## src/rtl/vga_pkg.sv

```systemverilog
// VGA mode constants shared by the timing generator and its users.
// Two standard modes plus the sync polarity encoding.
package vga_pkg;

    typedef enum bit {
        POL_NEG = 1'b0,
        POL_POS = 1'b1
    } sync_pol_e;

    // 640x480 @ 60 Hz (25.175 MHz pixel clock)
    localparam int        VGA640_H_DISPLAY = 640;
    localparam int        VGA640_H_FRONT   = 16;
    localparam int        VGA640_H_SYNC    = 96;
    localparam int        VGA640_H_BACK    = 48;
    localparam int        VGA640_V_DISPLAY = 480;
    localparam int        VGA640_V_FRONT   = 10;
    localparam int        VGA640_V_SYNC    = 2;
    localparam int        VGA640_V_BACK    = 33;
    localparam sync_pol_e VGA640_H_POL     = POL_NEG;
    localparam sync_pol_e VGA640_V_POL     = POL_NEG;

    // 800x600 @ 60 Hz (40 MHz pixel clock)
    localparam int        SVGA800_H_DISPLAY = 800;
    localparam int        SVGA800_H_FRONT   = 40;
    localparam int        SVGA800_H_SYNC    = 128;
    localparam int        SVGA800_H_BACK    = 88;
    localparam int        SVGA800_V_DISPLAY = 600;
    localparam int        SVGA800_V_FRONT   = 1;
    localparam int        SVGA800_V_SYNC    = 4;
    localparam int        SVGA800_V_BACK    = 23;
    localparam sync_pol_e SVGA800_H_POL     = POL_POS;
    localparam sync_pol_e SVGA800_V_POL     = POL_POS;

endpackage

```

## src/rtl/clk_en_div.sv

```systemverilog
// Pixel-rate strobe generator: one pix_ce pulse every CLK_DIV clocks while en is high.
// ce_next is the same strobe one clk early, so a consumer can load on the edge that raises pix_ce.
module clk_en_div #(
    parameter int CLK_DIV = 4
) (
    input  logic clk,
    input  logic reset,
    input  logic en,
    output logic ce_next,
    output logic pix_ce
);

    localparam int               CNT_W    = (CLK_DIV > 1) ? $clog2(CLK_DIV) : 1;
    localparam logic [CNT_W-1:0] CNT_LAST = CNT_W'(CLK_DIV - 1);

    if (CLK_DIV < 1) begin : g_bad_div
        $error("clk_en_div: CLK_DIV must be at least 1");
    end

    logic [CNT_W-1:0] cnt_q, cnt_d;
    logic             pix_ce_q;

    assign ce_next = en && (cnt_q == CNT_LAST);
    assign pix_ce  = pix_ce_q;

    always_comb begin
        cnt_d = cnt_q;
        if (!en) begin
            cnt_d = '0;
        end else if (cnt_q == CNT_LAST) begin
            cnt_d = '0;
        end else begin
            cnt_d = cnt_q + 1'b1;
        end
    end

    always_ff @(posedge clk or posedge reset) begin
        if (reset) begin
            cnt_q    <= '0;
            pix_ce_q <= 1'b0;
        end else begin
            cnt_q    <= cnt_d;
            pix_ce_q <= ce_next;
        end
    end

endmodule

```

## src/rtl/vga_timing_gen.sv

```systemverilog
// VGA raster timing generator: pixel/line counters on a divided strobe and a registered
// decode stage, so every output describes the same pixel one pix_ce after the counters reach it.
module vga_timing_gen
    import vga_pkg::*;
#(
    parameter int CLK_DIV   = 4,
    parameter int H_DISPLAY = VGA640_H_DISPLAY,
    parameter int H_FRONT   = VGA640_H_FRONT,
    parameter int H_SYNC    = VGA640_H_SYNC,
    parameter int H_BACK    = VGA640_H_BACK,
    parameter int V_DISPLAY = VGA640_V_DISPLAY,
    parameter int V_FRONT   = VGA640_V_FRONT,
    parameter int V_SYNC    = VGA640_V_SYNC,
    parameter int V_BACK    = VGA640_V_BACK,
    parameter bit H_POL     = VGA640_H_POL,
    parameter bit V_POL     = VGA640_V_POL,
    parameter int COORD_W   = 10
) (
    input  logic               clk,
    input  logic               reset,
    input  logic               en,
    output logic               pix_ce,
    output logic               hsync,
    output logic               vsync,
    output logic               video_on,
    output logic [COORD_W-1:0] x,
    output logic [COORD_W-1:0] y,
    output logic               line_start,
    output logic               frame_start,
    output logic               vblank
);

    localparam int H_TOTAL = H_DISPLAY + H_FRONT + H_SYNC + H_BACK;
    localparam int V_TOTAL = V_DISPLAY + V_FRONT + V_SYNC + V_BACK;

    if (H_TOTAL > (2 ** COORD_W) || V_TOTAL > (2 ** COORD_W)) begin : g_bad_coord_w
        $error("vga_timing_gen: H_TOTAL/V_TOTAL do not fit in COORD_W bits");
    end

    // Window bounds are one bit wider so a zero back porch cannot wrap the sync end.
    localparam logic [COORD_W:0]   H_ACT_END = (COORD_W+1)'(H_DISPLAY);
    localparam logic [COORD_W:0]   HS_START  = (COORD_W+1)'(H_DISPLAY + H_FRONT);
    localparam logic [COORD_W:0]   HS_END    = (COORD_W+1)'(H_DISPLAY + H_FRONT + H_SYNC);
    localparam logic [COORD_W:0]   V_ACT_END = (COORD_W+1)'(V_DISPLAY);
    localparam logic [COORD_W:0]   VS_START  = (COORD_W+1)'(V_DISPLAY + V_FRONT);
    localparam logic [COORD_W:0]   VS_END    = (COORD_W+1)'(V_DISPLAY + V_FRONT + V_SYNC);
    localparam logic [COORD_W-1:0] H_LAST    = COORD_W'(H_TOTAL - 1);
    localparam logic [COORD_W-1:0] V_LAST    = COORD_W'(V_TOTAL - 1);

    typedef struct packed {
        logic [COORD_W-1:0] x;
        logic [COORD_W-1:0] y;
        logic               hsync;
        logic               vsync;
        logic               video_on;
        logic               vblank;
        logic               line_start;
        logic               frame_start;
    } pix_out_t;

    localparam pix_out_t IDLE_OUT = '{
        x: '0, y: '0, hsync: ~H_POL, vsync: ~V_POL,
        video_on: 1'b0, vblank: 1'b0, line_start: 1'b0, frame_start: 1'b0
    };

    logic               ce_next;
    logic               prime_q, prime_d;
    logic [COORD_W-1:0] h_cnt_q, h_cnt_d;
    logic [COORD_W-1:0] v_cnt_q, v_cnt_d;
    logic [COORD_W:0]   h_wide, v_wide;
    pix_out_t           pix_dec;
    pix_out_t           out_q, out_d;

    clk_en_div #(
        .CLK_DIV(CLK_DIV)
    ) u_div (
        .clk    (clk),
        .reset  (reset),
        .en     (en),
        .ce_next(ce_next),
        .pix_ce (pix_ce)
    );

    // The first strobe after enable only primes the pipe; counters start moving on the second.
    always_comb begin
        prime_d = prime_q;
        h_cnt_d = h_cnt_q;
        v_cnt_d = v_cnt_q;
        if (!en) begin
            prime_d = 1'b0;
            h_cnt_d = '0;
            v_cnt_d = '0;
        end else if (ce_next) begin
            prime_d = 1'b1;
            if (prime_q) begin
                if (h_cnt_q == H_LAST) begin
                    h_cnt_d = '0;
                    v_cnt_d = (v_cnt_q == V_LAST) ? '0 : v_cnt_q + 1'b1;
                end else begin
                    h_cnt_d = h_cnt_q + 1'b1;
                end
            end
        end
    end

    always_ff @(posedge clk or posedge reset) begin
        if (reset) begin
            prime_q <= 1'b0;
            h_cnt_q <= '0;
            v_cnt_q <= '0;
        end else begin
            prime_q <= prime_d;
            h_cnt_q <= h_cnt_d;
            v_cnt_q <= v_cnt_d;
        end
    end

    assign h_wide = {1'b0, h_cnt_q};
    assign v_wide = {1'b0, v_cnt_q};

    always_comb begin
        pix_dec.x           = h_cnt_q;
        pix_dec.y           = v_cnt_q;
        pix_dec.hsync       = (h_wide >= HS_START && h_wide < HS_END) ? H_POL : ~H_POL;
        pix_dec.vsync       = (v_wide >= VS_START && v_wide < VS_END) ? V_POL : ~V_POL;
        pix_dec.video_on    = (h_wide < H_ACT_END) && (v_wide < V_ACT_END);
        pix_dec.vblank      = (v_wide >= V_ACT_END);
        pix_dec.line_start  = (h_cnt_q == '0);
        pix_dec.frame_start = (h_cnt_q == '0) && (v_cnt_q == '0);
    end

    // Markers are cleared between strobes so each pulse lasts exactly the pix_ce clk.
    always_comb begin
        out_d = out_q;
        if (!en) begin
            out_d = IDLE_OUT;
        end else if (ce_next) begin
            out_d = prime_q ? pix_dec : IDLE_OUT;
        end else begin
            out_d.line_start  = 1'b0;
            out_d.frame_start = 1'b0;
        end
    end

    always_ff @(posedge clk or posedge reset) begin
        if (reset) begin
            out_q <= IDLE_OUT;
        end else begin
            out_q <= out_d;
        end
    end

    assign x           = out_q.x;
    assign y           = out_q.y;
    assign hsync       = out_q.hsync;
    assign vsync       = out_q.vsync;
    assign video_on    = out_q.video_on;
    assign vblank      = out_q.vblank;
    assign line_start  = out_q.line_start;
    assign frame_start = out_q.frame_start;

endmodule

```

## config.mk

```make
export PLATFORM = sky130hd
export DESIGN_NAME = vga_timing_gen
export DESIGN_NICKNAME = d
export VERILOG_FILES = /design/src/rtl/vga_pkg.sv /design/src/rtl/clk_en_div.sv /design/src/rtl/vga_timing_gen.sv
export SDC_FILE = /design/constraint.sdc
export NUM_CORES = 1
export LEC_CHECK = 0
export BUFFER_PORTS_ARGS = -buffer_cell sky130_fd_sc_hd__buf_2
export CAP_MARGIN = 25
export CORE_MARGIN = 3
export CORE_UTILIZATION = 50
export DETAILED_ROUTE_END_ITERATION = 6
export HOLD_SLACK_MARGIN = 0.1
export PLACE_DENSITY = 0.7
export SKIP_LAST_GASP = 1
export SLEW_MARGIN = 40
export SYNTH_ARGS = -nofsm -noshare
export SYNTH_HDL_FRONTEND = slang
export SYNTH_SLANG_ARGS = --single-unit
```

## constraint.sdc

```tcl
create_clock -name clk -period 2.84 [get_ports clk]
set_clock_uncertainty 0.2 [all_clocks]
set_input_delay 0.284 -clock clk [delete_from_list [all_inputs] [get_ports clk]]
set_output_delay 0.284 -clock clk [all_outputs]
set_load 0.01 [all_outputs]
```

==> impl_metrics.py <==
metrics = {
    "global_route": {
        "top_usage_layer": "met1",
        "met2_usage": 0.258,
        "grt-ovfl-total": 0,
        "met1_usage": 0.306,
        "grt_max_degree": 51,
        "antenna_found_initial": 0,
        "grt_pass1_wl_mm": 8.28,
        "gr-usage-all-layers": 0.191,
        "use_met3": 0.0356,
        "grt_pass1_vias": 1610,
    },
    "final_layout": {
        "fillCellCount": 372,
        "synthToLayoutAreaGrowth_pct": 11.8,
        "n_antenna_cell": 0,
        "final_common_cell": "dfrtp_1",
        "layout_common_cells": "dfrtp_1 (48), buf_2 (29), nor2_1 (21)",
        "drive_above_1_share": 0.191,
        "multi_input_area_um2": 1030,
        "layout.nets": 259,
        "final-seq-area_um2": 1250,
    },
    "clock_tree": {
        "cts-root-buf": "clkbuf_8",
        "clk_latency_ps": 300,
        "cts_resized": 0,
        "cts_hold_buf": 1,
        "cts_max_path_buffers": 2,
        "cts_tree": "built",
        "clkSinkCount": 50,
        "numCtsBuffers": 5,
        "postCtsSetupBuffers": 0,
        "path_clk_slew_ps": 90,
        "cts.htree.levels": 2,
    },
    "routing": {
        "ant_nets": 0,
        "wl_per_cell_um": 16.6,
        "wl_mm": 5.02,
        "drc": 0,
        "vias": 1761,
        "avgViaCountPerCell": 5.81,
        "first_pass_iters": 5,
        "drtIter0Drc": 178,
    },
    "yosys": {
        "yosys.area_share.simple": 0.204,
        "avgSynthCellArea_um2": 10.5,
        "synth-seq-area-share": 0.519,
        "async_flop_share": 1.00,
        "syn_area_um2": 2410,
        "synth_flop_cell": "dfrtp_1",
        "synth_top_family_by_area": "simple AND/OR/NAND/NOR gates",
        "synth_xor_area_frac": 0.0290,
        "yosys.area_share.adder": 0.0311,
        "ys_types": 53,
        "synth_compound_area_frac": 0.156,
        "synth_edf_count": 0,
        "yosysWarnings": 0,
        "synth_cells": 230,
        "synth.net_count": 239,
        "ys_ff_latch": 50,
        "muxShareOfSynthArea": 0.00881,
    },
    "power": {
        "ir_drop_mv": 0.307,
        "clkPwrFrac": 0.430,
        "power.density_nw_per_um2": 519,
        "p_int_mw": 1.12,
        "swShare": 0.204,
        "p_leak_nw": 1.26,
        "seqPwrFrac": 0.524,
        "combPwrFrac": 0.046,
        "switchingPower_mw": 0.285,
    },
    "timing": {
        "maxSlewViolCount": 0,
        "setup_ws_ps": 656,
        "setup_viol": 0,
        "period_minus_slack_ps": 2180,
        "hold_viol_final": 0,
        "hold-worst-slack_ps": 112,
        "rsz0062_at_grt": "no",
        "worst-slew-pin-transition_ps": 599,
        "fmax_mhz": 458,
        "fin_tns_setup_ps": 0,
        "finalCritPeriodShare": 0.769,
        "relSlewSlack": 0.601,
    },
    "run_status": {
        "run_status": "complete, no violations",
    },
    "place": {
        "place_ws_ps": 707,
        "dp_hpwl_mm": 3.46,
        "gp_congestion": 0.883,
        "port_buffers": 29,
    },
    "floorplanning": {
        "ioPinCount": 30,
        "core_area_um2": 4500,
        "start_util": 0.536,
        "fp-row-count": 24,
        "fp.dieH_um": 75.5,
        "die_w_um": 75.5,
        "die_area_um2": 5700,
    },
    "worst_setup_path": {
        "required_ps": 2830,
        "crit_path_start_kind": "flop",
        "critPathCaptureType": "flop",
        "critical_path_class": "flop to flop",
        "crit_arrival_ps": 2170,
        "path_max_fanout": 13,
    },
    "worst_hold_path": {
        "hold_class": "input pin to flop",
    },
    "flow_run": {
        "drv_cap": 0,
    },
}
power groups by stage:
| stage | Combinational, mW | Sequential [mW] | Clock (mW) |
|---|---|---|---|
| floorplan | 0.0514 | 0.741 | 0 |
| global placement | 0.0627 | 0.747 | 0 |
| detailed placement | 0.0636 | 0.748 | 0 |
| CTS | 0.0653 | 0.734 | 0.615 |
| global route | 0.0719 | 0.735 | 0.657 |
| finish | 0.0639 | 0.734 | 0.603 |
state kept, by name, indices dropped and copies added, names as in the netlist:
name and count:
vblank 1, vsync 1, line_start 1, h_cnt_q 10, v_cnt_q 10, y 10
u_div.pix_ce 1, x 10, hsync 1, frame_start 1, prime_q 1, u_div.cnt_q 2
video_on 1
stage by stage:
| step | utilization | instance area [µm²] | power [mW] | cells |
|---|---|---|---|---|
| floorplan | - | 2410 | 0.792 | 230 |
| global placement | 0.565 | 2540 | 0.810 | 294 |
| detailed placement | 0.565 | 2550 | 0.811 | 294 |
| CTS | 0.599 | 2700 | 1.41 | 303 |
| global route | 0.599 | 2700 | 1.46 | 303 |
| finish | 0.599 | 2700 | 1.40 | 303 |
layer usage:
layer,routed length (µm),vias to the layer above,part of all wire
li1,-,877,-
met5,0,-,0
met1,2570,813,0.51
met4,97,0,0.019
met2,2110,62,0.42
met3,239,9,0.048
layout make-up:
| cell class | count | area share |
|---|---|---|
| clock buffers | 6 | 0.0306 |
| clock inverters | 2 | 0.0223 |
| inverters | 8 | 0.0121 |
| multi-input cells | 153 | 0.383 |
| flip-flops and latches | 50 | 0.465 |
| well taps | 52 | 0.0241 |
| repair buffers | 32 | 0.0631 |
path summary, 6_finish.rpt:
check | startpoint | end | slack (ps) | cells past startpoint
max in group asynchronous | reset | v_cnt_q[6] | 1630 | 3
hold reg to reg | u_div.cnt_q[0] | u_div.cnt_q[0] | 240 | 1
min in group asynchronous | reset | x[4] | 400 | 3
setup reg to reg | v_cnt_q[5] | v_cnt_q[9] | 660 | 4
hold / removal | en | u_div.pix_ce | 110 | 2
setup / recovery | v_cnt_q[5] | v_cnt_q[9] | 660 | 4
kinds of logic (layout without fill, tap and decap cells):
group	Yosys count	in the layout
fa+ha+maj	6	6
simple gates	89	89
flops	50	50
compound gates	48	48
mux	2	2
buf+inv	27	48
xor+xnor	8	8
synthesized netlist by cell type, types with 6 or more instances:
library cell / count / share of area
buf_2: 9 / 0.019
nand2_1: 15 / 0.023
nand3_1: 8 / 0.017
inv_1: 8 / 0.012
nor4_1: 6 / 0.016
dfrtp_1: 48 / 0.50
nor3_1: 7 / 0.015
a22o_1: 19 / 0.069
clkbuf_1: 7 / 0.011
nor2_1: 21 / 0.033
ha_1: 6 / 0.031
worst max-delay path: stages, from the launching register on:
cell and delay (ps):
dfrtp_1 470, nor4_1 440, and3_1 510, o31ai_1 170
mux2_2 290
Power figures use the tool's default switching activity.
